--- config.mk ---
export PLATFORM = sky130hd
export DESIGN_NAME = acc_dump_sched
export DESIGN_NICKNAME = d
export VERILOG_FILES = /design/src/rtl/acc_dump_sched.sv
export SDC_FILE = /design/constraint.sdc
export NUM_CORES = 2
export LEC_CHECK = 0
export BUFFER_PORTS_ARGS = -buffer_cell sky130_fd_sc_hd__buf_2
export CAP_MARGIN = 20
export CELL_PAD_IN_SITES_DETAIL_PLACEMENT = 1
export CELL_PAD_IN_SITES_GLOBAL_PLACEMENT = 1
export CORE_MARGIN = 1
export CORE_UTILIZATION = 45
export CTS_CLUSTER_DIAMETER = 50
export CTS_CLUSTER_SIZE = 12
export DETAILED_ROUTE_END_ITERATION = 7
export GPL_TIMING_DRIVEN = 0
export PLACE_DENSITY = 0.74
export SYNTH_ARGS = -nofsm -noshare
export SYNTH_HDL_FRONTEND = slang
export SYNTH_SLANG_ARGS = --single-unit
--- constraint.sdc ---
create_clock -name clk_i -period 13.8 [get_ports clk_i]
set_input_delay 1.38 -clock clk_i [delete_from_list [all_inputs] [get_ports clk_i]]
set_output_delay 1.38 -clock clk_i [all_outputs]
set_load 0.01 [all_outputs]
--- src/rtl/acc_dump_sched.sv ---
// Buffers 256-bit acc trigger records during a scan window and serializes each
// record as four 64-bit words on a valid/ready stream, with per-scan counters.
module acc_dump_sched #(
  parameter real         TCQ   = 0.1,
  parameter int unsigned DEPTH = 4
) (
  input  logic         clk_i,
  input  logic         rst_i,
  input  logic         pmt_scan_en_i,
  input  logic         rec_en_i,
  input  logic [255:0] rec_data_i,
  output logic         dout_valid_o,
  input  logic         dout_ready_i,
  output logic [63:0]  dout_data_o,
  output logic         dout_last_o,
  output logic [31:0]  rec_out_num_o,
  output logic [31:0]  rec_drop_num_o,
  output logic         busy_o
);

  localparam int unsigned AW      = $clog2(DEPTH);
  localparam logic [AW:0] DEPTH_C = (AW+1)'(DEPTH);

  // TCQ is kept for source compatibility only; registers carry no modelled delay.
  if (DEPTH < 2 || (DEPTH & (DEPTH - 1)) != 0 || TCQ < 0.0) begin : g_bad_param
    $error("acc_dump_sched: DEPTH must be a power of two >= 2 and TCQ >= 0");
  end

  typedef enum logic [1:0] {IDLE, LOAD, SEND} state_t;

  state_t            state, state_nxt;
  logic [255:0]      mem [DEPTH];
  logic [AW-1:0]     wptr, rptr;
  logic [AW:0]       count, count_nxt;
  logic [3:0][63:0]  out_reg;
  logic [1:0]        idx;
  logic              scan_q;
  logic              wr_req, wr_en, drop, pop, hs, rec_done, scan_rise;

  assign wr_req    = rec_en_i && pmt_scan_en_i;
  assign wr_en     = wr_req && (count < DEPTH_C);
  assign drop      = wr_req && (count == DEPTH_C);
  assign pop       = (state == LOAD);
  assign hs        = (state == SEND) && dout_ready_i;
  assign rec_done  = hs && (idx == 2'd3);
  assign scan_rise = pmt_scan_en_i && !scan_q;

  always_comb begin
    count_nxt = count;
    case ({wr_en, pop})
      2'b10:   count_nxt = count + (AW+1)'(1);
      2'b01:   count_nxt = count - (AW+1)'(1);
      default: count_nxt = count;
    endcase
  end

  always_comb begin
    state_nxt    = state;
    dout_valid_o = 1'b0;
    dout_data_o  = '0;
    dout_last_o  = 1'b0;
    case (state)
      IDLE: if (count != '0) state_nxt = LOAD;
      LOAD: state_nxt = SEND;
      SEND: begin
        dout_valid_o = 1'b1;
        dout_data_o  = out_reg[idx];
        dout_last_o  = (idx == 2'd3);
        // Decide on post-update occupancy so a write landing this cycle is seen.
        if (rec_done) state_nxt = (count_nxt != '0) ? LOAD : IDLE;
      end
      default: state_nxt = IDLE;
    endcase
  end

  assign busy_o = (count != '0) || (state != IDLE);

  always_ff @(posedge clk_i) begin
    if (wr_en) mem[wptr] <= rec_data_i;
  end

  always_ff @(posedge clk_i or posedge rst_i) begin
    if (rst_i) begin
      state   <= IDLE;
      wptr    <= '0;
      rptr    <= '0;
      count   <= '0;
      out_reg <= '0;
      idx     <= '0;
      scan_q  <= 1'b0;
    end else begin
      state  <= state_nxt;
      count  <= count_nxt;
      scan_q <= pmt_scan_en_i;
      if (wr_en) wptr <= wptr + AW'(1);
      if (pop) begin
        rptr    <= rptr + AW'(1);
        out_reg <= mem[rptr];
        idx     <= '0;
      end else if (hs) begin
        idx <= idx + 2'd1;
      end
    end
  end

  // Scan-rise clear takes priority but still counts an event in that same cycle.
  always_ff @(posedge clk_i or posedge rst_i) begin
    if (rst_i) begin
      rec_out_num_o  <= '0;
      rec_drop_num_o <= '0;
    end else begin
      if (scan_rise)
        rec_out_num_o <= {31'd0, rec_done};
      else if (rec_done && rec_out_num_o != '1)
        rec_out_num_o <= rec_out_num_o + 32'd1;

      if (scan_rise)
        rec_drop_num_o <= {31'd0, drop};
      else if (drop && rec_drop_num_o != '1)
        rec_drop_num_o <= rec_drop_num_o + 32'd1;
    end
  end

endmodule

* Yosys cells after proc, flatten, opt, wreduce, memory -nomap -nowiden
Memories as Yosys holds them, arrays and structs flattened. A register that Yosys moved wholly into a read port is not among the register bits.
Index checks and enable logic that the tools add are counted.
Widths: inputs -> output; s select.
** Storage, ports and cells
- Flip-flop bits (word level) :: 76
- Latch bits :: 0
- Bits in writable memories :: 1024
- ROM bits :: 0
- Input port bits :: 261
- Word-level logic and storage cells :: 64
- Memories kept :: 1
** Memory list
- mem :: depth 4, width 256, rd ports 1, clocked after memory_dff 1, wr ports 1, RTL line 32 : logic [255:0] mem [DEPTH];
** Operators by class
- Add/subtract/negate cells :: 7
- Multipliers :: 0
- Divide/modulo/power cells :: 0
- Order comparisons :: 2
- Equal/unequal tests :: 10
- Shifts and indexed selects :: 0
- Muxes and demuxes :: 18
- Bitwise operators :: 0
- Reductions and logical operators :: 18
** Operators with widths (count)
- $bmux 64 s2 :: 1
- $mux 32 :: 4
- $mux 64 :: 2
- $add 32x1->32 const B :: 2
- $ne 32x32->1 const B :: 2
- $logic_and 1x1->1 :: 8
- $mux 2 :: 4
- $reduce_bool 2->1 :: 4
- $add 2x1->2 const B :: 3
- $eq 2x2->1 const B :: 3
- $pmux 2 s3 :: 1
- $pmux 3 s2 :: 1
- $reduce_bool 3->1 :: 2
- $mux 1 :: 5
- $eq 2x1->1 const B :: 2
- $ne 2x2->1 const B :: 2
- $add 3x1->3 const B :: 1
- $eq 3x3->1 const B :: 1
- $lt 2x3->1 const B :: 1
- $lt 3x3->1 const B :: 1
- $sub 3x1->3 const B :: 1
- $logic_not 2->1 :: 1
- $reduce_and 2->1 :: 1
- $logic_not 1->1 :: 1
- $logic_or 1x1->1 :: 1

* Logic depth before layout (Yosys ltp)
- Depth in word-level cells :: 8
- Depth in mapped cells :: 12
- Depth with buffers taken out :: 10

* Least setup slack after synthesis
No wires, ideal clock.
- Path type :: in2reg
- From :: in rec_en_i
- To :: mem mem[0][0], enable pin
- Data arrival time :: 7.558 ns
- Data required time :: 13.151 ns
- Path slack :: 5.593 ns
- Stages :: 3
- Buffers on the path :: 0
- Cell sequence :: nand2_1 nor2_1 and2_1
** On the way
- Cells in the longest elaborated chain, start to end :: 4
** Ends and longest elaborated chain
- start: declaration :: RTL line 10 : input logic rec_en_i,
- $logic_and 1x1->1 :: RTL line 40 : assign wr_req = rec_en_i && pmt_scan_en_i;
- $logic_and 1x1->1 :: RTL line 41 : assign wr_en = wr_req && (count < DEPTH_C);
- $mux 1 :: RTL line 79 : if (wr_en) mem[wptr] <= rec_data_i;
- $mux 1 (implied by the code) :: RTL line 79
- end: declaration :: RTL line 32
Every way passes these cells.

* Final worst setup path
- From :: reg idx[0]
- To :: out dout_data_o[62]
** On the way
- Cells in the longest elaborated chain, start to end :: 3
** Ends and longest elaborated chain
- start: declaration :: RTL line 36 : logic [1:0] idx;
- start signal: assignment :: RTL line 101 : idx <= idx + 2'd1;
- $bmux 64 s2 :: RTL line 67 : dout_data_o = out_reg[idx];
- $mux 64 (implied by the code) :: RTL line 67
- $mux 64 :: RTL line 62 : case (state)
- end: declaration :: RTL line 14 : output logic [63:0] dout_data_o,
Every way passes these cells. The select of a mux whose other input is x is not followed.

==> out/metrics.cfg <==
[power]
p_leak_uw = 0.0232
sequentialPowerShare = 0.426
ir_worst_vdd_mv = 0.120
clock_power_share = 0.313
p_int_uw = 8740
power_density_nw_per_um2 = 203
power_frac_comb = 0.261
switching_power_uw = 3860
swShare = 0.307

[setup_path]
end_kind = primary output
cp.arrival_ps = 3870
critPathRequiredTime_ps = 12420
cp-start-kind = flop
crit_path_max_fanout = 10
crit_type = reg2out

[place]
dp_slack_ps = 9210
hpwl_microns = 95500
gp_congestion = 0.807
portBuffers = 391

[logic_synthesis]
syn_nets = 3319
synth_edf_count = 1024
avgSynthCellArea_sq_um = 17.2
ys_warn_count = 0
syn_inst = 3049
ys_ff_latch = 1356
ys_types = 52
async_reset_ff_frac = 0.245
syn_area_sq_um = 52500
synth_flop_cell = edfxtp_1
yosysSeqAreaShare = 0.744

[cts]
clock-sinks = 1356
clk_latency_ps = 760
numCtsBuffers = 150
cts_resized = 0
post-cts-setup-buffers = 0
ctsHoldBuffers = 0
htreeDepth = 4
path_clk_slew_ps = 60
cts_root_buffer = clkbuf_16
cts_buffer_depth = 3
cts_tree = done

[min_path]
min_path_type = reg2reg

[grt]
grt_max_degree = 111
grt_first_pass_wirelength_microns = 209000
grt_antenna_before_repair = 69
overflow = 0
grtUsageTotal = 0.242
first_global_vias = 32082

[timing]
final.period_utilization = 0.381
min_period_ps = 5250
setup_viol = 0
worst_slack_ps = 8550
relSlewSlack = 0.284
rsz0062_at_grt = false
fmax_mhz = 190
tightest_slew_ps = 1070
slew_viol_final = 0
fin_worst_skew_ps = 26.8
hold_ws_ps = 470
hold_violations = 0

[route]
firstDrtPassIters = 5
drcViolationCount = 0
routed_wirelength_microns = 141000
drt_iter0_drc = 2221
wl_per_cell_microns = 26.6
vias = 29383
ant_nets = 0
via_per_inst = 5.55

[floorplan]
rows = 124
coreArea_sq_um = 115000
die_x_microns = 344
die_y_microns = 344
initial_core_util = 0.457
io_pins = 392
die_area_sq_um = 118000

[job]
drv_cap = 0

[final_layout]
area_delta_synth_final_pct = 18.3
num-nets-final = 3895
fill_cells = 10719
drive_gt1_frac = 0.267
largest_reg_flops = 1024

[status]
outcome = finished clean

==> area by class of cell <==
cell class / count / area, sq um / area share
repair buffers: 424 / 2730 / 0.0440
clock inverters: 51 / 649 / 0.0105
inverters: 11 / 48.8 / 0.000786
diodes: 37 / 92.6 / 0.00149
clock buffers: 223 / 4200 / 0.0676
multi-input cells: 1525 / 12800 / 0.206
plain buffers: 157 / 632 / 0.0102
well taps: 1512 / 1890 / 0.0305
flip-flops and latches: 1356 / 39100 / 0.629
==> kinds of logic (layout without fill, tap and decap cells) <==
family / Yosys count / count (layout) / share of synthesized area
simple gates: 1062 / 1062 / 0.0868
buf+inv: 168 / 866 / 0.0127
other cells: 0 / 37 / 0
compound gates: 112 / 112 / 0.0131
flops: 1356 / 1356 / 0.744
xor+xnor: 20 / 20 / 0.00334
mux: 322 / 322 / 0.138
fa+ha+maj: 9 / 9 / 0.00229
==> through the flow <==
| step | area (sq um) | utilization | std cells | setup TNS (ps) | total power, uW |
|---|---|---|---|---|---|
| after floorplan | 52500 | - | 3049 | 0 | 7530 |
| after global placement | 56300 | 0.490 | 4952 | -666110 | 8690 |
| after detailed placement | 57100 | 0.497 | 4984 | 0 | 8760 |
| after CTS | 62000 | 0.539 | 5258 | 0 | 12700 |
| after global routing | 62000 | 0.540 | 5280 | 0 | 13200 |
| final | 62100 | 0.540 | 5296 | 0 | 12600 |
==> synthesized netlist by cell type (2+ instances only) <==
| master | number | area (sq um) |
|---|---|---|
| a21oi_1 | 39 | 195 |
| and4b_1 | 2 | 20.0 |
| a41o_1 | 3 | 30.0 |
| a31oi_1 | 4 | 25.0 |
| xor2_1 | 4 | 35.0 |
| buf_1 | 14 | 52.6 |
| a211oi_1 | 3 | 22.5 |
| a41oi_1 | 2 | 17.5 |
| nor2b_1 | 2 | 12.5 |
| nand3_1 | 29 | 145 |
| inv_1 | 10 | 37.5 |
| edfxtp_1 | 1024 | 30700 |
| and2_1 | 72 | 450 |
| nand4_1 | 22 | 138 |
| nor2_1 | 36 | 135 |
| o31ai_1 | 9 | 67.6 |
| and3_1 | 6 | 37.5 |
| and4_1 | 9 | 78.8 |
| or4_1 | 18 | 135 |
| mux4_2 | 320 | 7210 |
| xnor2_1 | 16 | 140 |
| o211ai_1 | 10 | 75.1 |
| nand2b_1 | 4 | 25.0 |
| o21ai_0 | 30 | 150 |
| or2_2 | 2 | 12.5 |
| ha_1 | 8 | 100 |
| or3_1 | 25 | 156 |
| dfrtp_1 | 332 | 8310 |
| nor3_1 | 9 | 45.0 |
| buf_2 | 30 | 150 |
| a31o_2 | 4 | 35.0 |
| a22o_1 | 2 | 17.5 |
| clkbuf_1 | 113 | 424 |
| nor4_1 | 7 | 43.8 |
| nand2_1 | 812 | 3050 |
==> worst max-delay path, stage by stage (launching register included) <==
cell      delay, ps
dfrtp_1         350
clkbuf_1        530
buf_2           620
buf_1           660
mux4_2          590
and2_1          200
buf_2           150
==> per-layer routing <==
metal,share of wire,GRT usage,up-vias
met5,0.0025,0,-
met4,0.032,0.0948,56
met3,0.075,0.0628,266
met2,0.50,0.393,863
met1,0.39,0.315,15417
li1,-,-,12781
==> power by group through the flow <==
| stage | clock network (uW) | registers (uW) | logic (uW) |
|---|---|---|---|
| floorplan | 0 | 5330 | 2200 |
| global placement | 0 | 5540 | 3150 |
| detailed placement | 0 | 5430 | 3330 |
| CTS | 4020 | 5360 | 3370 |
| global route | 4150 | 5410 | 3600 |
| finish | 3940 | 5370 | 3290 |
==> placed cells by master, fill, tap and decap left out, types with 21 or more instances in the layout <==
master and instances:
or3_1 25, nand2_1 812, nand4_1 22, dfrtp_1 332
nor2_1 36, diode_2 37, o21ai_0 30, clkbuf_1 172
clkbuf_16 156, edfxtp_1 1024, and2_1 68, nand3_1 29
mux4_2 320, a21oi_1 39, buf_2 421, buf_16 21
==> path summary, 6_finish.rpt <==
kind                            slack, ps          from  cells past startpoint              end
min in group asynchronous             630         rst_i                      2     out_reg[106]
worst min-delay path                  470  out_reg[235]                      2     out_reg[235]
worst max register to register       9680      state[1]                     12         state[0]
worst min register to register        470  out_reg[235]                      2     out_reg[235]
worst max-delay path                 8550        idx[0]                      6  dout_data_o[62]
max in group asynchronous           11810         rst_i                      4       out_reg[5]
Power figures use the tool's default switching activity.
